==> src/rtl/miner_pkg.sv <==
// Constants and types shared by the miner front end: header geometry, clocking and receive states.
package miner_pkg;

  localparam int unsigned HEADER_BYTES = 80;
  localparam int unsigned HEADER_BITS  = 640;
  localparam int unsigned NONCE_BITS   = 32;
  localparam int unsigned CLK_HZ       = 50_000_000;

  typedef enum logic {
    IDLE = 1'b0,
    RECV = 1'b1
  } rx_state_e;

endpackage

==> src/rtl/header_rx_assembler_if.sv <==
// Byte stream from the UART plus the assembled header handed to the miner.
interface header_rx_assembler_if #(
  parameter int unsigned HEADER_BYTES = miner_pkg::HEADER_BYTES
);
  localparam int unsigned BCW = $clog2(HEADER_BYTES);

  logic [7:0]                rx_byte;
  logic                      rx_ready;
  logic                      rdy_clr;
  logic [8*HEADER_BYTES-1:0] header_data;
  logic                      header_valid;
  logic                      header_ack;
  logic [BCW-1:0]            byte_count;
  logic                      overrun;
  logic                      timeout_err;

  // master: UART/miner side; slave: the assembler
  modport master (
    output rx_byte, rx_ready, header_ack,
    input  rdy_clr, header_data, header_valid, byte_count, overrun, timeout_err
  );

  modport slave (
    input  rx_byte, rx_ready, header_ack,
    output rdy_clr, header_data, header_valid, byte_count, overrun, timeout_err
  );
endinterface

==> src/rtl/rx_byte_handshake.sv <==
// Level-to-pulse handshake with a UART rdy flag: one accept strobe per byte, rdy_clr pulse the cycle after.
module rx_byte_handshake (
  input  logic clk_i,
  input  logic rst_ni,
  input  logic rx_ready_i,
  output logic rdy_clr_o,
  output logic byte_accept_o
);

  logic armed_q, armed_d;
  logic rdy_clr_q;

  assign byte_accept_o = rx_ready_i & armed_q;
  assign rdy_clr_o     = rdy_clr_q;

  // Re-arm only once rdy has been seen low, so a slow rdy_clr round trip cannot double-accept.
  always_comb begin
    armed_d = armed_q;
    if (!rx_ready_i)        armed_d = 1'b1;
    else if (byte_accept_o) armed_d = 1'b0;
  end

  always_ff @(posedge clk_i or negedge rst_ni) begin
    if (!rst_ni) begin
      armed_q   <= 1'b0;
      rdy_clr_q <= 1'b0;
    end else begin
      armed_q   <= armed_d;
      rdy_clr_q <= byte_accept_o;
    end
  end

endmodule

==> src/rtl/header_rx_assembler.sv <==
// Assembles UART bytes into a block header for the miner, with overrun flagging and inter-byte timeout.
module header_rx_assembler #(
  parameter int unsigned HEADER_BYTES   = miner_pkg::HEADER_BYTES,
  parameter int unsigned TIMEOUT_CYCLES = 50000
) (
  input logic                  clock,
  input logic                  reset,
  header_rx_assembler_if.slave bus
);
  import miner_pkg::*;

  localparam int unsigned HBITS = 8 * HEADER_BYTES;
  localparam int unsigned BCW   = $clog2(HEADER_BYTES);
  localparam int unsigned IW    = $clog2(TIMEOUT_CYCLES);
  localparam logic [BCW-1:0] LAST_BYTE = BCW'(HEADER_BYTES - 1);
  localparam logic [IW-1:0]  IDLE_MAX  = IW'(TIMEOUT_CYCLES - 1);

  rx_state_e        state_q, state_d;
  logic [HBITS-9:0] shift_q;
  logic [HBITS-1:0] header_q;
  logic             valid_q;
  logic [BCW-1:0]   count_q;
  logic [IW-1:0]    idle_q;
  logic             overrun_q;
  logic             timeout_q;
  logic             byte_accept;
  logic             rdy_clr;
  logic             complete;
  logic             timeout_hit;

  rx_byte_handshake u_handshake (
    .clk_i         (clock),
    .rst_ni        (reset),
    .rx_ready_i    (bus.rx_ready),
    .rdy_clr_o     (rdy_clr),
    .byte_accept_o (byte_accept)
  );

  always_ff @(posedge clock or negedge reset) begin
    if (!reset) state_q <= IDLE;
    else        state_q <= state_d;
  end

  always_comb begin
    state_d = state_q;
    unique case (state_q)
      IDLE: if (byte_accept)              state_d = RECV;
      RECV: if (complete || timeout_hit)  state_d = IDLE;
      default:                            state_d = IDLE;
    endcase
  end

  // An accept on the would-be timeout cycle wins: the byte counts and no timeout fires.
  always_comb begin
    complete    = 1'b0;
    timeout_hit = 1'b0;
    if (byte_accept)          complete    = (count_q == LAST_BYTE);
    else if (state_q == RECV) timeout_hit = (idle_q == IDLE_MAX);
  end

  always_ff @(posedge clock or negedge reset) begin
    if (!reset) begin
      shift_q   <= '0;
      header_q  <= '0;
      valid_q   <= 1'b0;
      count_q   <= '0;
      idle_q    <= '0;
      overrun_q <= 1'b0;
      timeout_q <= 1'b0;
    end else begin
      timeout_q <= timeout_hit;
      if (byte_accept) begin
        shift_q <= {shift_q[HBITS-17:0], bus.rx_byte};
        idle_q  <= '0;
        count_q <= complete ? '0 : count_q + 1'b1;
      end else if (timeout_hit) begin
        count_q <= '0;
        idle_q  <= '0;
      end else if (state_q == RECV) begin
        idle_q  <= idle_q + 1'b1;
      end

      if (complete) begin
        header_q <= {shift_q, bus.rx_byte};
        valid_q  <= 1'b1;
        if (valid_q && !bus.header_ack) overrun_q <= 1'b1;
      end else if (bus.header_ack && valid_q) begin
        valid_q <= 1'b0;
      end
    end
  end

  assign bus.rdy_clr      = rdy_clr;
  assign bus.header_data  = header_q;
  assign bus.header_valid = valid_q;
  assign bus.byte_count   = count_q;
  assign bus.overrun      = overrun_q;
  assign bus.timeout_err  = timeout_q;

endmodule
==> src/flat_wrapper.sv <==
// flat-port wrapper written by rule: the top's interface ports become plain ports
module header_rx_assembler_flat import miner_pkg::*;
#(
  parameter int unsigned HEADER_BYTES   = miner_pkg::HEADER_BYTES,
  parameter int unsigned TIMEOUT_CYCLES = 50000
)
  (clock, reset, bus_rx_byte, bus_rx_ready, bus_header_ack, bus_rdy_clr, bus_header_data, bus_header_valid, bus_byte_count, bus_overrun, bus_timeout_err);
  header_rx_assembler_if #(.HEADER_BYTES(HEADER_BYTES)) bus_i ();
  input logic clock;
  input logic reset;
  input wire logic [$bits(bus_i.rx_byte)-1:0] bus_rx_byte;
  input wire logic [$bits(bus_i.rx_ready)-1:0] bus_rx_ready;
  input wire logic [$bits(bus_i.header_ack)-1:0] bus_header_ack;
  output wire logic [$bits(bus_i.rdy_clr)-1:0] bus_rdy_clr;
  output wire logic [$bits(bus_i.header_data)-1:0] bus_header_data;
  output wire logic [$bits(bus_i.header_valid)-1:0] bus_header_valid;
  output wire logic [$bits(bus_i.byte_count)-1:0] bus_byte_count;
  output wire logic [$bits(bus_i.overrun)-1:0] bus_overrun;
  output wire logic [$bits(bus_i.timeout_err)-1:0] bus_timeout_err;
  assign bus_i.rx_byte = bus_rx_byte;
  assign bus_i.rx_ready = bus_rx_ready;
  assign bus_i.header_ack = bus_header_ack;
  assign bus_rdy_clr = bus_i.rdy_clr;
  assign bus_header_data = bus_i.header_data;
  assign bus_header_valid = bus_i.header_valid;
  assign bus_byte_count = bus_i.byte_count;
  assign bus_overrun = bus_i.overrun;
  assign bus_timeout_err = bus_i.timeout_err;
  header_rx_assembler #(.HEADER_BYTES(HEADER_BYTES), .TIMEOUT_CYCLES(TIMEOUT_CYCLES)) u_core (.clock(clock), .reset(reset), .bus(bus_i));
endmodule
==> config.mk <==
export PLATFORM = sky130hd
export DESIGN_NAME = header_rx_assembler_flat
export DESIGN_NICKNAME = d
export VERILOG_FILES = /design/src/rtl/miner_pkg.sv /design/src/rtl/header_rx_assembler_if.sv /design/src/rtl/rx_byte_handshake.sv /design/src/rtl/header_rx_assembler.sv /design/src/flat_wrapper.sv
export SDC_FILE = /design/constraint.sdc
export NUM_CORES = 2
export LEC_CHECK = 0
export CAP_MARGIN = 25
export CORE_UTILIZATION = 30
export CTS_BUF_LIST = sky130_fd_sc_hd__clkbuf_4 sky130_fd_sc_hd__clkbuf_8 sky130_fd_sc_hd__clkbuf_16
export CTS_CLUSTER_DIAMETER = 30
export DETAILED_ROUTE_END_ITERATION = 8
export DONT_BUFFER_PORTS = 1
export PLACE_DENSITY = 0.4
export SETUP_SLACK_MARGIN = 0.2
export SYNTH_ARGS = -nofsm -noshare
export SYNTH_HDL_FRONTEND = slang
export SYNTH_SLANG_ARGS = --single-unit
==> constraint.sdc <==
create_clock -name clock -period 2.7 [get_ports clock]
set_clock_uncertainty 0.1 [all_clocks]
set_input_delay 0.675 -clock clock [delete_from_list [all_inputs] [get_ports clock]]
set_output_delay 0.675 -clock clock [all_outputs]
set_load 0.1 [all_outputs]
==> impl_results.md <==
- Outcome: finished, violations left
- Failing checks: hold timing
- Internal Power: 0.05205 W
- Port bufs: 0
- Final slew viol count: 0
- Clock period minus worst slack: 2426 ps
- Reg power frac: 30.9%
- Netlist Area Pre-Place: 0.04888 mm2
- Syn avg cell area: 11.72 um2
- Synth Warn #: 0
- Number of H-tree levels: 5
- FFs w/ async S/R, synth: 100.0%
- TNS Setup: 0 ps
- First-pass DRT Iterations: 5
- DP Wirelength: 88.44 mm
- Placed cells: 6,268
- Total power: 0.06612 W
- Area of the multi-input gates: 0.01500 mm2
- Required @ worst endpoint: 3350 ps
- CTS sink count: 1,301
- Most common cell after layout, fill and taps aside: nand2_1
- Max IR drop VDD: 0.6385 mV
- CTS max path bufs: 4
- Final setup vio count: 0
- Register area: 0.03335 mm2
- Post-DR vias/cell: 4.431
- Core area: 0.1611 mm2
- Root Driver: clkbuf_16
- # IOs: 663
- Layout Cells excl Fill: 6,950
- PwrDens: 999.5 mW/mm2
- Chip width: 405.7 um
- Leakage power figure: 34.14 nW
- Largest net degree at the start of global routing: 250
- Die H: 405.7 um
- Rows: 147
- Max Cap Viol: 0
- All-layer global routing usage: 17.22%
- Sequential area share after synthesis: 66.60%
- Overflow after GRT: 0
- Combinational fraction of design power: 2.6%
- CTS tree: done
- Clk slew on worst S/H paths: 40 ps
- CP endpoint kind: flip-flop
- Worst-skew pair later-pin latency: 930 ps
- Switching fraction of total power: 21.27%
- Final Util: 41.06%
- Arrival time worst endpoint: 3070 ps
- Final hold violations: 197
- Unrepaired setup endpoints after global routing: yes
- CP Class: flip-flop to flip-flop
- Worst r2r src: u_core.bus.byte_count[0]
- Vias: 30.79k
- CTS buffer count: 368
- Clock Power Share: 66.5%
- Main flop type after synthesis: dfrtp_1
- Residual DRC: 0
- EDFF count, synth: 0
- Period utilization: 89.85%
- Hold Path Class: input pin to asynchronous set/reset pin
- Initial Util: 30.34%
- Syn_nets: 4,185
- Setup crit start kind: flip-flop
- Final WL: 143.9 mm
- Final ANT Viol Nets: 0
- Psw: 0.01407 W
- Worst slew pin tran: 1108 ps
- Area Growth Syn to Fin: 35.34%
- Synth unique cells: 42
- 1st-iter DRT viols: 1,525
- Maximum net fanout on the critical path: 22
- Die ar.: 0.1646 mm2
- Fraction of layout cells with a size suffix above 1: 32.47%
- Syn Inst Count: 4,171
- Nets: 4,518
- Most frequent cells in the layout: nand2_1, dfrtp_1, dfrtp_2, mux2_1, clkbuf_16
- Routed len/inst: 20.70 um
- Vias in the first global route: 32.52k
- Antenna violations before repair: 3
- Crit. Startpoint: u_core.bus.byte_count[0]
- First-pass GRT wire length: 214.8 mm
- FILL cells: 15.25k
- Yosys reg bits: 1,301
- WHS: -103.0 ps
- Upper clock frequency limit: 412.2 MHz
- Slew margin rel.: 26.11%
- Final Wtd Congestion: 0.7380
- Reg-to-reg slack, setup: 270 ps
-- area by class of cell --
type	instances	share of cell area, %
flip-flops and latches	1301	50.41
multi-input cells	2643	22.68
clock buffers	513	16.57
well taps	2160	4.085
repair buffers	179	3.395
clock inverters	139	2.776
inverters	11	0.07376
diodes	4	0.01513
-- per-stage QoR --
step                      area [um2]  setup slack [ps]
after CTS                      65830             154.6
after global placement         52080            -873.4
after floorplan                48890             326.8
after global routing           66140             184.4
after detailed placement       52080            -856.1
final                          66150             274.1
-- power by group through the flow --
stage	Clock (W)	Combinational [W]	Sequential [W]
floorplan	0	0.000658	0.0208
global placement	0	0.00169	0.0207
detailed placement	0	0.00170	0.0207
CTS	0.0449	0.00176	0.0204
global route	0.0460	0.00198	0.0205
finish	0.0440	0.00173	0.0204
-- metal layers --
metal,track usage [%],vias up,routed length [um]
met1,20.59,15430,58760
met4,6.753,0,4311
met5,0,-,0
met2,25.86,840,64980
li1,-,14250,-
met3,9.153,270,15830
-- timing repair --
action | 4_1_cts | 5_1_grt
gates cloned | 1 | 5
pin swaps | 0 | 1
hold endpoints to repair | 364 | 137
gates resized for setup | 601 | 8
hold buffers | 13 | 6
buffers inserted | 0 | 0
endpoints found under the setup margin | 688 | 719
-- worst max-delay path, cell delays in order, from the launching register on --
cell	delay [ps]
dfrtp_2	360
ha_1	250
nand3_2	160
nor4_4	380
buf_12	200
buf_12	220
buf_12	210
mux2_1	340
-- cells in the mapped netlist, types with 3 or more instances --
cell      count  area [um2]
nand2_1    1910        7169
dfrtp_1    1301       32560
mux2_1      489        5507
mux2_2      151        1700
clkbuf_1    118       442.9
buf_6        53       596.8
buf_2        16       80.08
buf_1        15       56.30
a21oi_1      13       65.06
buf_4        12       90.09
o21ai_0      12       60.06
inv_1        10       37.54
nand3_1       7       35.03
nor2_1        7       26.28
o31ai_1       5       37.54
or3_1         5       31.28
and3_1        4       25.02
nand4_1       4       25.02
nand2b_1      3       18.77
o22ai_1       3       18.77
or4_1         3       22.52
xor2_1        3       26.28
-- worst paths after layout --
check                                              end  depth (start not counted)
min reg2reg                u_core.bus.header_data[224]                          1
max                        u_core.bus.header_data[263]                          7
max in group asynchronous     u_core.bus.byte_count[3]                          6
min in group clock                    u_core.idle_q[7]                          3
max reg2reg                u_core.bus.header_data[263]                          7
min                                u_core.shift_q[201]                          3
-- cells by family after synthesis --
kind of cell	count (synthesis)	share of synthesized area [%]
compound gates	43	0.5299
xor+xnor	3	0.05376
fa+ha+maj	2	0.05118
buf+inv	227	2.736
flops	1301	66.60
mux	640	14.74
simple gates	1955	15.28
-- sequential cells by signal, indices dropped and copies added, names as in the netlist --
name	count
u_core.bus.overrun	1
u_core.u_handshake.rdy_clr_o	1
u_core.idle_q	16
u_core.bus.header_data	640
u_core.bus.timeout_err	1
u_core.u_handshake.armed_q	1
u_core.shift_q	632
u_core.state_q	1
u_core.bus.byte_count	7
u_core.bus.header_valid	1
Power figures use the tool's default switching activity.
